File: src/rtl/inst_fetch_if.sv
// rtl/inst_fetch_if.sv - fetch handshakes: redirect, instruction memory port, decode queue head
interface inst_fetch_if;
  logic        redirect;
  logic [31:0] redirect_pc;
  logic        mem_req;
  logic [31:0] mem_addr;
  logic        mem_ready;
  logic        mem_resp_valid;
  logic [31:0] mem_resp_data;
  logic        inst_valid;
  logic [31:0] inst;
  logic [31:0] inst_pc;
  logic        inst_ready;

  modport master (
    input  redirect, redirect_pc, mem_ready, mem_resp_valid, mem_resp_data, inst_ready,
    output mem_req, mem_addr, inst_valid, inst, inst_pc
  );

  modport slave (
    output redirect, redirect_pc, mem_ready, mem_resp_valid, mem_resp_data, inst_ready,
    input  mem_req, mem_addr, inst_valid, inst, inst_pc
  );
endinterface

File: src/rtl/inst_fetch.sv
// rtl/inst_fetch.sv - single-outstanding instruction fetcher with a small in-order instruction queue
module inst_fetch #(
  parameter logic [31:0] RESET_PC    = 32'h0000_0000,
  parameter int          QUEUE_DEPTH = 2
) (
  input  logic         clk,
  input  logic         rst,
  inst_fetch_if.master bus
);
  localparam int PW = $clog2(QUEUE_DEPTH);
  localparam int CW = PW + 1;

  typedef enum logic [1:0] {REQ, WAIT, DRAIN} state_t;

  state_t        state;
  logic [31:0]   pc;
  logic [31:0]   pend_pc;
  logic [31:0]   q_inst [QUEUE_DEPTH];
  logic [31:0]   q_pc   [QUEUE_DEPTH];
  logic [PW-1:0] head;
  logic [PW-1:0] tail;
  logic [CW-1:0] count;
  logic [CW-1:0] count_after_pop;
  logic          pop;
  logic          push;
  logic          accept;

  // A slot freed by this cycle's pop may already be claimed by a new request.
  assign pop             = bus.inst_valid && bus.inst_ready;
  assign count_after_pop = count - CW'(pop);
  assign bus.mem_req     = !rst && (state == REQ) && (count_after_pop < CW'(QUEUE_DEPTH));
  assign bus.mem_addr    = pc & ~32'd3;
  assign accept          = bus.mem_req && bus.mem_ready;
  assign push            = (state == WAIT) && bus.mem_resp_valid;

  assign bus.inst_valid  = !rst && (count != '0);
  assign bus.inst        = q_inst[head];
  assign bus.inst_pc     = q_pc[head];

  always_ff @(posedge clk) begin
    if (rst) begin
      pc    <= RESET_PC;
      state <= REQ;
      count <= '0;
      head  <= '0;
      tail  <= '0;
    end else if (bus.redirect) begin
      // Anything in flight belongs to the old path; DRAIN swallows its response.
      pc    <= bus.redirect_pc & ~32'd3;
      count <= '0;
      head  <= '0;
      tail  <= '0;
      if (state == REQ)
        state <= accept ? DRAIN : REQ;
      else
        state <= bus.mem_resp_valid ? REQ : DRAIN;
    end else begin
      case (state)
        REQ: begin
          if (accept) begin
            pend_pc <= bus.mem_addr;
            pc      <= pc + 32'd4;
            state   <= WAIT;
          end
        end
        WAIT: begin
          if (bus.mem_resp_valid) begin
            q_inst[tail] <= bus.mem_resp_data;
            q_pc[tail]   <= pend_pc;
            tail         <= tail + 1'b1;
            state        <= REQ;
          end
        end
        DRAIN: begin
          if (bus.mem_resp_valid)
            state <= REQ;
        end
        default: state <= REQ;
      endcase

      if (push && !pop)
        count <= count + 1'b1;
      else if (!push && pop)
        count <= count - 1'b1;

      if (pop)
        head <= head + 1'b1;
    end
  end
endmodule

File: src/flat_wrapper.sv
// flat-port wrapper written by rule: the top's interface ports become plain ports
module inst_fetch_flat 
#(
  parameter logic [31:0] RESET_PC    = 32'h0000_0000,
  parameter int          QUEUE_DEPTH = 2
)
  (clk, rst, bus_redirect, bus_redirect_pc, bus_mem_ready, bus_mem_resp_valid, bus_mem_resp_data, bus_inst_ready, bus_mem_req, bus_mem_addr, bus_inst_valid, bus_inst, bus_inst_pc);
  inst_fetch_if bus_i ();
  input  logic clk;
  input  logic rst;
  input wire logic [$bits(bus_i.redirect)-1:0] bus_redirect;
  input wire logic [$bits(bus_i.redirect_pc)-1:0] bus_redirect_pc;
  input wire logic [$bits(bus_i.mem_ready)-1:0] bus_mem_ready;
  input wire logic [$bits(bus_i.mem_resp_valid)-1:0] bus_mem_resp_valid;
  input wire logic [$bits(bus_i.mem_resp_data)-1:0] bus_mem_resp_data;
  input wire logic [$bits(bus_i.inst_ready)-1:0] bus_inst_ready;
  output wire logic [$bits(bus_i.mem_req)-1:0] bus_mem_req;
  output wire logic [$bits(bus_i.mem_addr)-1:0] bus_mem_addr;
  output wire logic [$bits(bus_i.inst_valid)-1:0] bus_inst_valid;
  output wire logic [$bits(bus_i.inst)-1:0] bus_inst;
  output wire logic [$bits(bus_i.inst_pc)-1:0] bus_inst_pc;
  assign bus_i.redirect = bus_redirect;
  assign bus_i.redirect_pc = bus_redirect_pc;
  assign bus_i.mem_ready = bus_mem_ready;
  assign bus_i.mem_resp_valid = bus_mem_resp_valid;
  assign bus_i.mem_resp_data = bus_mem_resp_data;
  assign bus_i.inst_ready = bus_inst_ready;
  assign bus_mem_req = bus_i.mem_req;
  assign bus_mem_addr = bus_i.mem_addr;
  assign bus_inst_valid = bus_i.inst_valid;
  assign bus_inst = bus_i.inst;
  assign bus_inst_pc = bus_i.inst_pc;
  inst_fetch #(.RESET_PC(RESET_PC), .QUEUE_DEPTH(QUEUE_DEPTH)) u_core (.clk(clk), .rst(rst), .bus(bus_i));
endmodule
File: config.mk
export PLATFORM = sky130hd
export DESIGN_NAME = inst_fetch_flat
export DESIGN_NICKNAME = d
export VERILOG_FILES = /design/src/rtl/inst_fetch_if.sv /design/src/rtl/inst_fetch.sv /design/src/flat_wrapper.sv
export SDC_FILE = /design/constraint.sdc
export NUM_CORES = 1
export LEC_CHECK = 0
export BUFFER_PORTS_ARGS = -buffer_cell sky130_fd_sc_hd__buf_4
export CELL_PAD_IN_SITES_DETAIL_PLACEMENT = 1
export CELL_PAD_IN_SITES_GLOBAL_PLACEMENT = 1
export CORE_UTILIZATION = 30
export DETAILED_ROUTE_END_ITERATION = 6
export GPL_TIMING_DRIVEN = 0
export PLACE_DENSITY = 0.58
export SYNTH_ARGS = -nofsm -noshare
export SYNTH_HDL_FRONTEND = slang
export SYNTH_SLANG_ARGS = --single-unit
export TNS_END_PERCENT = 30
File: constraint.sdc
create_clock -name clk -period 6.4 [get_ports clk]
set_clock_uncertainty 0.1 [all_clocks]
set_input_delay 0.64 -clock clk [delete_from_list [all_inputs] [get_ports clk]]
set_output_delay 0.64 -clock clk [all_outputs]
set_load 0.05 [all_outputs]
Word-level counts from Yosys, hierarchy flattened
Memory sizes are Yosys's and may differ from the RTL's. A register that Yosys moved wholly into a read port is not among the register bits.
Index checks and enable logic that the tools add are counted.
{"block": "word_totals", "mem_bits_rw": 124, "mem_count": 2, "inputBits": 70, "register_bits": 68}
{"name": "u_core.q_inst", "depth": 2, "word_bits": 32, "rd": 1, "rd_ports_with_merged_regs": 1, "wr": 1, "line_no": "inst_fetch.sv:18", "text": "logic [31:0] q_inst [QUEUE_DEPTH];"}
{"name": "u_core.q_pc", "depth": 2, "word_bits": 30, "rd": 1, "rd_ports_with_merged_regs": 1, "wr": 1, "line_no": "inst_fetch.sv:19", "text": "logic [31:0] q_pc [QUEUE_DEPTH];"}
{"block": "classes", "addsub": 6, "bitwise": 2, "reduce_logical": 23, "n_lt_le_gt_ge": 1, "muxes": 21, "n_eq_ne": 4}
{"operator": "32-bit 2-to-1 mux", "n": 3}
{"operator": "32-bit by 3-bit adder with 32-bit output (second input constant)", "n": 1}
{"operator": "2-bit 2-to-1 mux", "n": 8}
{"operator": "1-bit 2-to-1 mux", "n": 9}
{"operator": "1-bit logical AND", "n": 8}
{"operator": "2-bit AND reduction", "n": 4}
{"operator": "2-bit nonzero test", "n": 4}
{"operator": "2-bit case mux with 2 select lines", "n": 1}
{"operator": "4-bit AND reduction", "n": 1}
{"operator": "2-bit OR reduction", "n": 2}
{"operator": "1-bit logical NOT", "n": 3}
{"operator": "3-bit by 1-bit != test with 1-bit output (second input constant)", "n": 1}
{"operator": "3-bit by 2-bit != test with 1-bit output (second input constant)", "n": 1}
{"operator": "1-bit adder (second input constant)", "n": 2}
{"operator": "2-bit by 1-bit adder with 2-bit output (second input constant)", "n": 1}
{"operator": "2-bit by 1-bit equality test with 1-bit output (second input constant)", "n": 1}
{"operator": "2-bit equality test (second input constant)", "n": 1}
{"operator": "2-bit logical NOT", "n": 1}
{"operator": "2-bit less-than comparator (second input constant)", "n": 1}
{"operator": "1-bit NOT", "n": 2}
{"operator": "2-bit by 1-bit subtractor with 2-bit output", "n": 1}
{"operator": "2-bit by 1-bit subtractor with 2-bit output (second input constant)", "n": 1}

Depth between registers and ports, before layout
{"block": "depth", "word_depth": 10, "mapped_depth": 8}

Worst setup path after synthesis
Ideal clock, no wire load.
{"block": "synth_path", "path_type": "input to register", "start": "input rst", "end": "memory u_core.q_inst[0][0] (enable)", "setup_ns": 0.558, "path_slack_ns": 0.330, "stages": 4, "arrival_ns": 5.411, "path_cell_list": "clkbuf_1 -> or2_1 -> clkbuf_1 -> nor3_1"}
{"block": "synth_via", "elab_chain_cells": 2}
{"element": "start: declaration", "line_no": "flat_wrapper.sv:10", "text": "input logic rst;"}
{"element": "1-bit 2-to-1 mux", "line_no": "inst_fetch.sv:41", "text": "if (rst) begin"}
{"element": "1-bit 2-to-1 mux (not written as such)", "line_no": "inst_fetch.sv:68", "text": "q_inst[tail] <= bus.mem_resp_data;"}
{"element": "end: declaration", "line_no": "inst_fetch.sv:18"}
Every way passes these cells.

==> metrics.csv <==
metric,value,unit
status,"finished, final reports clean",
hold_class,primary input to flop,
clock_sinks,191,
num_vias,4848,
die_x,163,um
synth-seq-cells,191,
mostFrequentLayoutCells,"buf_4 (164), edfxtp_1 (154), mux2_2 (63)",
dieArea,26600,sq um
grt_first_pass_wirelength,29900,um
critPathMostFrequentCell,clkbuf_1,
fillCellCount,2605,
postSynth.asyncResetShare,0,%
layout_commonest_cell,buf_4,
crit_type,flop to primary output,
finalNonFillerCells,1039,
clockBufferDepth,2,
cp_max_fo,10,
power_density,261,nW/um^2
area_growth,29.6,%
dr.pass1.iters,4,
worstPathCellList,clkbuf_1 -> clkbuf_1 -> mux2_2 -> buf_4,
wl_per_cell,19.1,um
p_leak,3.69,nW
rows,58,
timing.critical_path.buf_inv,3,
rsz0062_at_grt,no,
start_kind,flop,
diodes,0,
drtIter0Drc,285,
ys_types,52,
place_congestion,0.798,
yosys_warnings,0,
synth_edf_count,154,
vias_per_cell,4.67,
portBuffers,160,
arrival,2530,ps
dp_hpwl,14300,um
totalPowerFinal,2.64,mW
holdBufCountCts,0,
tightest_slew,796,ps
grt-ovfl-total,0,
synth_top_area_cell,edfxtp_1,
drive_gt1_share,41.7,%
syn_area,7790,sq um
cts.clk_slew.worst_paths,80,ps
synth_area_leaders,"edfxtp_1 (59%), dfxtp_1 (9.5%), mux2_2 (9.1%)",
min_period,3270,ps
max-cap-violations,0,
endpoint_kind,primary output,
finalCritPeriodShare,51.1,%
grt_use_total,15.2,%
max_freq,306,MHz
netlist_instances,507,
vdd_drop_max,0.147,mV
yosysTopAreaCellShare,59.4,%
insertion_delay,430,ps
grt_max_degree,37,
cpMaxStageDelayCell,clkbuf_1,
cp_slowest_stage_delay,590,ps
antenna_found_initial,0,
num_io_pins,168,
core,25300,sq um
ys_seq_area_share,68.9,%
synthFlopType,edfxtp_1,
drc,0,
hold_viol_final,0,
die_y,163,um
place_inst,1007,
wl,19900,um
holdWs,292,ps
start_util,30.8,%
max_slew_margin,46.9,%
htree_levels,4,
cts_tree,built,
ant_nets,0,
grt_pass1_vias,5196,
cp_top_family,buffers and inverters,
cp.required,5660,ps
setup_viol,0,
maxSlewViolCount,0,
syn_area_per_cell,15.4,sq um
cts_buffers,17,
postCtsSetupBuffers,0,
finalSetupTns,0,ps
root_buffer,clkbuf_16,
nNetsFinal,770,
cts_resized,0,
## synthesized netlist by cell type, drive strengths merged, types with 7 or more instances
cell type,n
o21a,11
nor4,8
nor3b,10
a21oi,25
nand4,13
buf,11
dfxtp,37
mux2,63
edfxtp,154
o22ai,9
clkbuf,15
xnor2,12
xor2,21
o21ai,7
inv,20
nor2,18
nand3,9
nand2,17
## state kept, by name (all words and copies together), names as in the netlist, named ones only
register	cells
u_core.q_inst	64
u_core.q_pc	60
u_core.pc	30
u_core.pend_pc	30
u_core.count	2
u_core.state	2
u_core.head	1
u_core.tail	1
## where the power goes
group / switching, mW / leakage, nW / internal (mW)
clock network: 0.490 / 0.283 / 0.552
registers: 0.0291 / 1.70 / 1.36
logic: 0.128 / 1.71 / 0.0781
total: 0.647 / 3.69 / 1.99
## through the flow
stage / utilization, % / instance area (sq um) / worst slack (ps)
after floorplan: - / 7800 / 330
after global placement: 37.2 / 9410 / -2840
after detailed placement: 37.6 / 9520 / 3360
after CTS: 39.8 / 10100 / 2980
after global routing: 39.8 / 10100 / 2950
final: 39.8 / 10100 / 3130
## layer usage
layer	routed length, um	share of wire (%)	up-vias	track usage, %
li1	-	-	2268	-
met1	8900	45	2421	19.2
met2	9690	49	137	25.4
met3	898	4.5	22	3.45
met4	391	2.0	0	5.78
met5	0	0	-	0
## path summary, 6_finish.rpt
check,from,cells past startpoint,slack [ps],endpoint
worst max-delay path,flop,4,3130,bus_inst[14]
worst min register to register,u_core.pend_pc[30],0,350,u_core.q_pc[1][28]
worst min-delay path,bus_mem_resp_data[15],1,290,u_core.q_inst[0][15]
worst max register to register,u_core.state[1],6,3920,u_core.pend_pc[14]
## logic make-up after synthesis
kind of cell	after synthesis	synth area share [%]
flops	191	68.9
fa+ha+maj	4	0.643
simple gates	102	8.64
buf+inv	47	2.92
xor+xnor	33	3.71
compound gates	62	5.53
mux	67	9.62
other cells	1	0.0481
## final cells by class
type,instances,area (sq um),area share (%)
buffer,27,153,1.51
clock buffer,18,429,4.25
clock inverter,14,148,1.46
inverter,20,75.1,0.744
multi-input combinational,272,2220,22.0
sequential,191,5370,53.2
tap,330,413,4.09
timing repair buffer,167,1290,12.8
## worst reg2reg max path, stage by stage (launching register included)
cell	delay, ps
dfxtp_1	300
inv_1	100
ha_1	300
nand2_1	160
a21o_1	280
or2_1	270
inv_2	590
No activity file was read; power rests on OpenSTA's default activity.
